==> src/rtl/decode_imm_ctrl_if.sv <==
// Valid/ready instruction stream between IF/ID and the decode-stage immediate controller.
// The master side feeds instructions and the downstream stall; the slave side is the controller.
interface decode_imm_ctrl_if #(
    parameter int PC_W   = 32,
    parameter int INST_W = 32
);
    logic              In_Valid;
    logic              In_Ready;
    logic [INST_W-1:0] In_Inst;
    logic [PC_W-1:0]   In_PC;
    logic              Flush;
    logic              Out_Valid;
    logic              Out_Ready;
    logic [INST_W-1:0] Out_Inst;
    logic [PC_W-1:0]   Out_PC;
    logic [2:0]        ImmSel;
    logic              Illegal;
    logic [1:0]        Occupancy;

    modport master (
        output In_Valid, In_Inst, In_PC, Flush, Out_Ready,
        input  In_Ready, Out_Valid, Out_Inst, Out_PC, ImmSel, Illegal, Occupancy
    );

    modport slave (
        input  In_Valid, In_Inst, In_PC, Flush, Out_Ready,
        output In_Ready, Out_Valid, Out_Inst, Out_PC, ImmSel, Illegal, Occupancy
    );
endinterface

==> src/rtl/decode_imm_ctrl.sv <==
// Decode-stage controller: classifies opcodes into the immediate-format select on entry and
// holds instructions in a 2-entry skid queue (head + skid) feeding the immediate generator.
module decode_imm_ctrl #(
    parameter int PC_W   = 32,
    parameter int INST_W = 32
) (
    input  logic              clk,
    input  logic              rst_n,
    decode_imm_ctrl_if.slave  bus
);
    localparam logic [2:0] SEL_I    = 3'b000;
    localparam logic [2:0] SEL_S    = 3'b001;
    localparam logic [2:0] SEL_B    = 3'b010;
    localparam logic [2:0] SEL_U    = 3'b011;
    localparam logic [2:0] SEL_J    = 3'b100;
    localparam logic [2:0] SEL_NONE = 3'b111;

    typedef enum logic [1:0] {
        ST_EMPTY = 2'd0,
        ST_ONE   = 2'd1,
        ST_TWO   = 2'd2
    } state_t;

    // Returns {illegal, imm_sel}; R-type and FENCE are legal but carry no immediate.
    function automatic logic [3:0] decode_opcode(input logic [6:0] opcode);
        logic [3:0] res;
        case (opcode)
            7'b0000011, 7'b0010011,
            7'b1100111, 7'b1110011: res = {1'b0, SEL_I};
            7'b0100011:             res = {1'b0, SEL_S};
            7'b1100011:             res = {1'b0, SEL_B};
            7'b0110111, 7'b0010111: res = {1'b0, SEL_U};
            7'b1101111:             res = {1'b0, SEL_J};
            7'b0110011, 7'b0001111: res = {1'b0, SEL_NONE};
            default:                res = {1'b1, SEL_NONE};
        endcase
        return res;
    endfunction

    state_t            state_r;
    logic              in_ready_r;
    logic              out_valid_r;
    logic [1:0]        occupancy_r;
    logic [INST_W-1:0] head_inst_r;
    logic [PC_W-1:0]   head_pc_r;
    logic [2:0]        head_sel_r;
    logic              head_ill_r;
    logic [INST_W-1:0] skid_inst_r;
    logic [PC_W-1:0]   skid_pc_r;
    logic [2:0]        skid_sel_r;
    logic              skid_ill_r;

    logic [3:0]        dec_s;
    logic              in_fire_s;
    logic              out_fire_s;

    // Classify the incoming opcode so the select is stored with the entry.
    always_comb begin
        dec_s = decode_opcode(bus.In_Inst[6:0]);
    end

    assign in_fire_s  = bus.In_Valid & in_ready_r;
    assign out_fire_s = out_valid_r & bus.Out_Ready;

    assign bus.In_Ready  = in_ready_r;
    assign bus.Out_Valid = out_valid_r;
    assign bus.Occupancy = occupancy_r;
    assign bus.Out_Inst  = head_inst_r;
    assign bus.Out_PC    = head_pc_r;
    assign bus.ImmSel    = head_sel_r;
    assign bus.Illegal   = head_ill_r;

    // Queue state machine; handshake flags are registered alongside the state.
    always_ff @(posedge clk or negedge rst_n) begin
        if (!rst_n) begin
            state_r     <= ST_EMPTY;
            in_ready_r  <= 1'b1;
            out_valid_r <= 1'b0;
            occupancy_r <= 2'd0;
            head_inst_r <= '0;
            head_pc_r   <= '0;
            head_sel_r  <= SEL_NONE;
            head_ill_r  <= 1'b0;
            skid_inst_r <= '0;
            skid_pc_r   <= '0;
            skid_sel_r  <= SEL_NONE;
            skid_ill_r  <= 1'b0;
        end else if (bus.Flush) begin
            // Payload is left stale; Out_Valid=0 makes it invisible.
            state_r     <= ST_EMPTY;
            in_ready_r  <= 1'b1;
            out_valid_r <= 1'b0;
            occupancy_r <= 2'd0;
        end else begin
            case (state_r)
                ST_EMPTY: begin
                    if (in_fire_s) begin
                        head_inst_r <= bus.In_Inst;
                        head_pc_r   <= bus.In_PC;
                        head_sel_r  <= dec_s[2:0];
                        head_ill_r  <= dec_s[3];
                        state_r     <= ST_ONE;
                        out_valid_r <= 1'b1;
                        occupancy_r <= 2'd1;
                    end
                end
                ST_ONE: begin
                    if (in_fire_s && out_fire_s) begin
                        head_inst_r <= bus.In_Inst;
                        head_pc_r   <= bus.In_PC;
                        head_sel_r  <= dec_s[2:0];
                        head_ill_r  <= dec_s[3];
                    end else if (in_fire_s) begin
                        skid_inst_r <= bus.In_Inst;
                        skid_pc_r   <= bus.In_PC;
                        skid_sel_r  <= dec_s[2:0];
                        skid_ill_r  <= dec_s[3];
                        state_r     <= ST_TWO;
                        in_ready_r  <= 1'b0;
                        occupancy_r <= 2'd2;
                    end else if (out_fire_s) begin
                        state_r     <= ST_EMPTY;
                        out_valid_r <= 1'b0;
                        occupancy_r <= 2'd0;
                    end
                end
                ST_TWO: begin
                    // In_Ready is low here, so only the skid-to-head move can happen.
                    if (out_fire_s) begin
                        head_inst_r <= skid_inst_r;
                        head_pc_r   <= skid_pc_r;
                        head_sel_r  <= skid_sel_r;
                        head_ill_r  <= skid_ill_r;
                        state_r     <= ST_ONE;
                        in_ready_r  <= 1'b1;
                        occupancy_r <= 2'd1;
                    end
                end
                default: begin
                    state_r     <= ST_EMPTY;
                    in_ready_r  <= 1'b1;
                    out_valid_r <= 1'b0;
                    occupancy_r <= 2'd0;
                end
            endcase
        end
    end
endmodule
==> src/flat_wrapper.sv <==
// flat-port wrapper written by rule: the top's interface ports become plain ports
module decode_imm_ctrl_flat 
#(
    parameter int PC_W   = 32,
    parameter int INST_W = 32
)
  (clk, rst_n, bus_In_Valid, bus_In_Inst, bus_In_PC, bus_Flush, bus_Out_Ready, bus_In_Ready, bus_Out_Valid, bus_Out_Inst, bus_Out_PC, bus_ImmSel, bus_Illegal, bus_Occupancy);
  decode_imm_ctrl_if #(.PC_W(PC_W), .INST_W(INST_W)) bus_i ();
  input  logic clk;
  input  logic rst_n;
  input wire logic [$bits(bus_i.In_Valid)-1:0] bus_In_Valid;
  input wire logic [$bits(bus_i.In_Inst)-1:0] bus_In_Inst;
  input wire logic [$bits(bus_i.In_PC)-1:0] bus_In_PC;
  input wire logic [$bits(bus_i.Flush)-1:0] bus_Flush;
  input wire logic [$bits(bus_i.Out_Ready)-1:0] bus_Out_Ready;
  output wire logic [$bits(bus_i.In_Ready)-1:0] bus_In_Ready;
  output wire logic [$bits(bus_i.Out_Valid)-1:0] bus_Out_Valid;
  output wire logic [$bits(bus_i.Out_Inst)-1:0] bus_Out_Inst;
  output wire logic [$bits(bus_i.Out_PC)-1:0] bus_Out_PC;
  output wire logic [$bits(bus_i.ImmSel)-1:0] bus_ImmSel;
  output wire logic [$bits(bus_i.Illegal)-1:0] bus_Illegal;
  output wire logic [$bits(bus_i.Occupancy)-1:0] bus_Occupancy;
  assign bus_i.In_Valid = bus_In_Valid;
  assign bus_i.In_Inst = bus_In_Inst;
  assign bus_i.In_PC = bus_In_PC;
  assign bus_i.Flush = bus_Flush;
  assign bus_i.Out_Ready = bus_Out_Ready;
  assign bus_In_Ready = bus_i.In_Ready;
  assign bus_Out_Valid = bus_i.Out_Valid;
  assign bus_Out_Inst = bus_i.Out_Inst;
  assign bus_Out_PC = bus_i.Out_PC;
  assign bus_ImmSel = bus_i.ImmSel;
  assign bus_Illegal = bus_i.Illegal;
  assign bus_Occupancy = bus_i.Occupancy;
  decode_imm_ctrl #(.PC_W(PC_W), .INST_W(INST_W)) u_core (.clk(clk), .rst_n(rst_n), .bus(bus_i));
endmodule
==> config.mk <==
export PLATFORM = sky130hd
export DESIGN_NAME = decode_imm_ctrl_flat
export DESIGN_NICKNAME = d
export VERILOG_FILES = /design/src/rtl/decode_imm_ctrl_if.sv /design/src/rtl/decode_imm_ctrl.sv /design/src/flat_wrapper.sv
export SDC_FILE = /design/constraint.sdc
export NUM_CORES = 1
export LEC_CHECK = 0
export ABC_CLOCK_PERIOD_IN_PS = 2100
export CORE_MARGIN = 8
export CORE_UTILIZATION = 25
export CTS_CLUSTER_DIAMETER = 40
export CTS_CLUSTER_SIZE = 10
export DETAILED_ROUTE_END_ITERATION = 12
export PLACE_DENSITY = 0.52
export REMOVE_ABC_BUFFERS = 1
export SLEW_MARGIN = 20
export SYNTH_ARGS = -nofsm -noshare
export SYNTH_HDL_FRONTEND = slang
export SYNTH_SLANG_ARGS = --single-unit
==> constraint.sdc <==
create_clock -name clk -period 2.1 [get_ports clk]
set_input_delay 0.42 -clock clk [delete_from_list [all_inputs] [get_ports clk]]
set_output_delay 0.42 -clock clk [all_outputs]
set_load 0.02 [all_outputs]
==> metrics.cfg <==
[routing]
postRouteWirelength_um = 16300
vias_per_cell = 4.36
num_vias = 4609
first_iter_violations = 275
ant_nets = 0
drc = 0
post_drt_wl_per_cell_um = 15.5
drt-pass1-iter-count = 4

[grt]
gr-total-overflow = 0
track_usage_pct = 11.4
antenna_found_initial = 1
grt_pass1_vias = 4710
grt_max_degree = 54
grt_first_pass_wirelength_um = 26100

[final_layout]
nNetsFinal = 792
drive_above_1_share_pct = 19.6
regArea_sq_um = 3510
fin_util_pct = 37.0
final_area_sq_um = 8720
layout_common_cells = clkdlybuf4s50_1 (139), nand2_1 (138), dfrtp_1 (133), nor2_1 (69)
final_common_cell = clkdlybuf4s50_1
multi_input_area_sq_um = 2310
area.growth.synth_to_final_pct = 45.1
fillCellCount = 2358

[outcome]
status = finished clean

[power]
p_clk_share_pct = 27.9
power_density_nw_per_um2 = 1430
switchingPower_mw = 3.88
p_comb_share_pct = 34.4
cellLeakagePower_nw = 3.65
p_seq_share_pct = 37.8
p_int_mw = 8.61
ir_worst_vdd_mv = 0.555
p_sw_share_pct = 31.1

[worst_setup_path]
cp-end-kind = output port
crit_required_ns = 1.68
critPathBufInv = 1
critPathKind = flip-flop to output port
cp_slowest_cell = clkdlybuf4s50_1
slowest_delay_ns = 0.62
startpoint_type = flip-flop
cp.arrival_ns = 1.62
crit_fanout = 7
critical_path.cell_chain = clkdlybuf4s50_1
critPathTopFamily = buffers and inverters

[yosys]
yosys_most_used_dff = dfrtp_1
synth_area_sq_um = 6010
syn_area_per_cell_sq_um = 10.6
synth.distinct_cells = 43
synth_seq_cells = 140
yosys_warnings = 0
synth_edf_count = 0
syn_inst = 569
synth_seq_area_share_pct = 58.4
async_flop_share_pct = 100

[clock_network]
clockRootBuffer = clkbuf_16
clock_path_buffers = 2
clock_latency_ns = 0.41
cts_hold_buf = 1
cts_resized = 0
cts_tree = built
postCtsSetupBuffers = 0
htreeDepth = 4
cts_sinks = 140
cts.clk_slew.worst_paths_ns = 0.06
numCtsBuffers = 17

[worst_hold_path]
min_path_type = flip-flop to flip-flop

[timing]
finalWorstSetupSlack_ns = 0.0566
holdWs_ns = 0.489
setup_violations = 0
max_freq_mhz = 489
fin_crit_sh_pct = 97.3
maxSlewViolCount = 0
rsz0062_at_grt = no
fin_skew_ns = 0.00790
worst_pin_slew_ns = 0.675
fin_crit_ns = 2.04
hold_violations = 0
slew_headroom_pct = 55.0

[placement]
postPlaceCellArea_sq_um = 8030
numPortBuffers = 140
gp_congestion = 0.751
pre_cts_ws_ns = -0.0762
dp_hpwl_um = 11200

[floorplan]
dieArea_sq_um = 29300
coreArea_sq_um = 23500
start_util_pct = 25.5
io-pin-count = 141
die-width_um = 171
die_y_um = 171
fp-row-count = 56

[run]
drv_cap = 0

## cell usage after synthesis, types with 2 or more instances
master	n	share of area [%]
nand2_1	138	8.6
dfrtp_1	133	55
nor2_1	69	4.3
a31oi_1	65	6.8
mux2_2	65	12
buf_2	20	1.7
clkbuf_1	13	0.81
dfstp_2	7	3.1
a21oi_1	4	0.33
nand3_1	4	0.33
o21ai_0	4	0.33
buf_1	3	0.19
buf_4	3	0.37
nand2b_1	3	0.31
nor2b_1	3	0.31
a211o_1	2	0.29
and3_1	2	0.21
inv_1	2	0.12
nand4bb_1	2	0.37
o32a_1	2	0.33
or2_2	2	0.21
xor2_1	2	0.29
## worst register-to-register path: cells and delay by family, from the launching register on
kind          cells  cell delay, ns
flops             1            0.50
mux               1            0.28
buf+inv           2            0.39
simple gates      2            0.42
## per-layer routing
metal  vias to the layer above  wire, um  GRT usage (%)
li1                       2268         -              -
met1                      2209      7710           14.8
met2                       112      7410           17.8
met3                        20       958           3.41
met4                         0       255           3.89
met5                         -         0              0
## power by group through the flow
| stage | registers, mW | clock network [mW] | logic, mW |
|---|---|---|---|
| 6_report | 4.72 | 3.48 | 4.29 |
| 5_1_grt | 4.90 | 3.70 | 4.64 |
| 4_1_cts | 4.74 | 3.60 | 4.39 |
| 3_5_place_dp | 4.77 | 0 | 4.38 |
| 3_3_place_gp | 4.75 | 0 | 4.33 |
| 2_1_floorplan | 5.43 | 0 | 1.52 |
## path summary, 6_finish.rpt
path,startpoint,endpoint,slack (ns),cells past startpoint
min in group asynchronous,rst_n,u_core.bus.Out_PC[31],0.52,2
min,u_core.skid_inst_r[6],u_core.skid_inst_r[6],0.49,2
max in group asynchronous,rst_n,u_core.skid_sel_r[0],0.87,3
max reg2reg,u_core.bus.Occupancy[0],u_core.skid_inst_r[29],0.40,5
min reg2reg,u_core.skid_inst_r[6],u_core.skid_inst_r[6],0.49,2
max,u_core.bus.In_Ready,bus_In_Ready,0.06,1
## layout make-up
cell class	count	share of cell area, %
flip-flops and latches	140	40.3
multi-input cells	387	26.5
repair buffers	175	20.7
clock buffers	22	5.44
well taps	319	4.58
clock inverters	10	2.41
inverters	2	0.0861
diodes	1	0.0287
## flip-flops by register name (all words and copies together), names as in the netlist
register and flops:
u_core.bus.ImmSel 3, u_core.skid_inst_r 32, u_core.bus.In_Ready 1, u_core.bus.Out_Inst 32, u_core.skid_sel_r 3, u_core.bus.Occupancy 2, u_core.skid_ill_r 1, u_core.bus.Illegal 1
u_core.skid_pc_r 32, u_core.bus.Out_PC 32, u_core.bus.Out_Valid 1
## metrics by stage
stage	total power [mW]	cells	setup TNS, ns
after global placement	9.08	1022	-0.348
after global routing	13.2	1056	0
after floorplan	6.96	529	-269.40
after CTS	12.7	1055	0
after detailed placement	9.15	1022	-1.75
final	12.5	1056	0
## logic make-up after synthesis
group | Yosys count | share of synthesized area (%)
and+or+nand+nor | 229 | 15.4
AOI/OAI and AO/OA | 90 | 10.2
xor gates and xnor gates | 3 | 0.437
DFF | 140 | 58.4
muxes | 65 | 12.2
buffers and inverters | 42 | 3.35
Note: power is estimated with default switching activity, not from simulation.
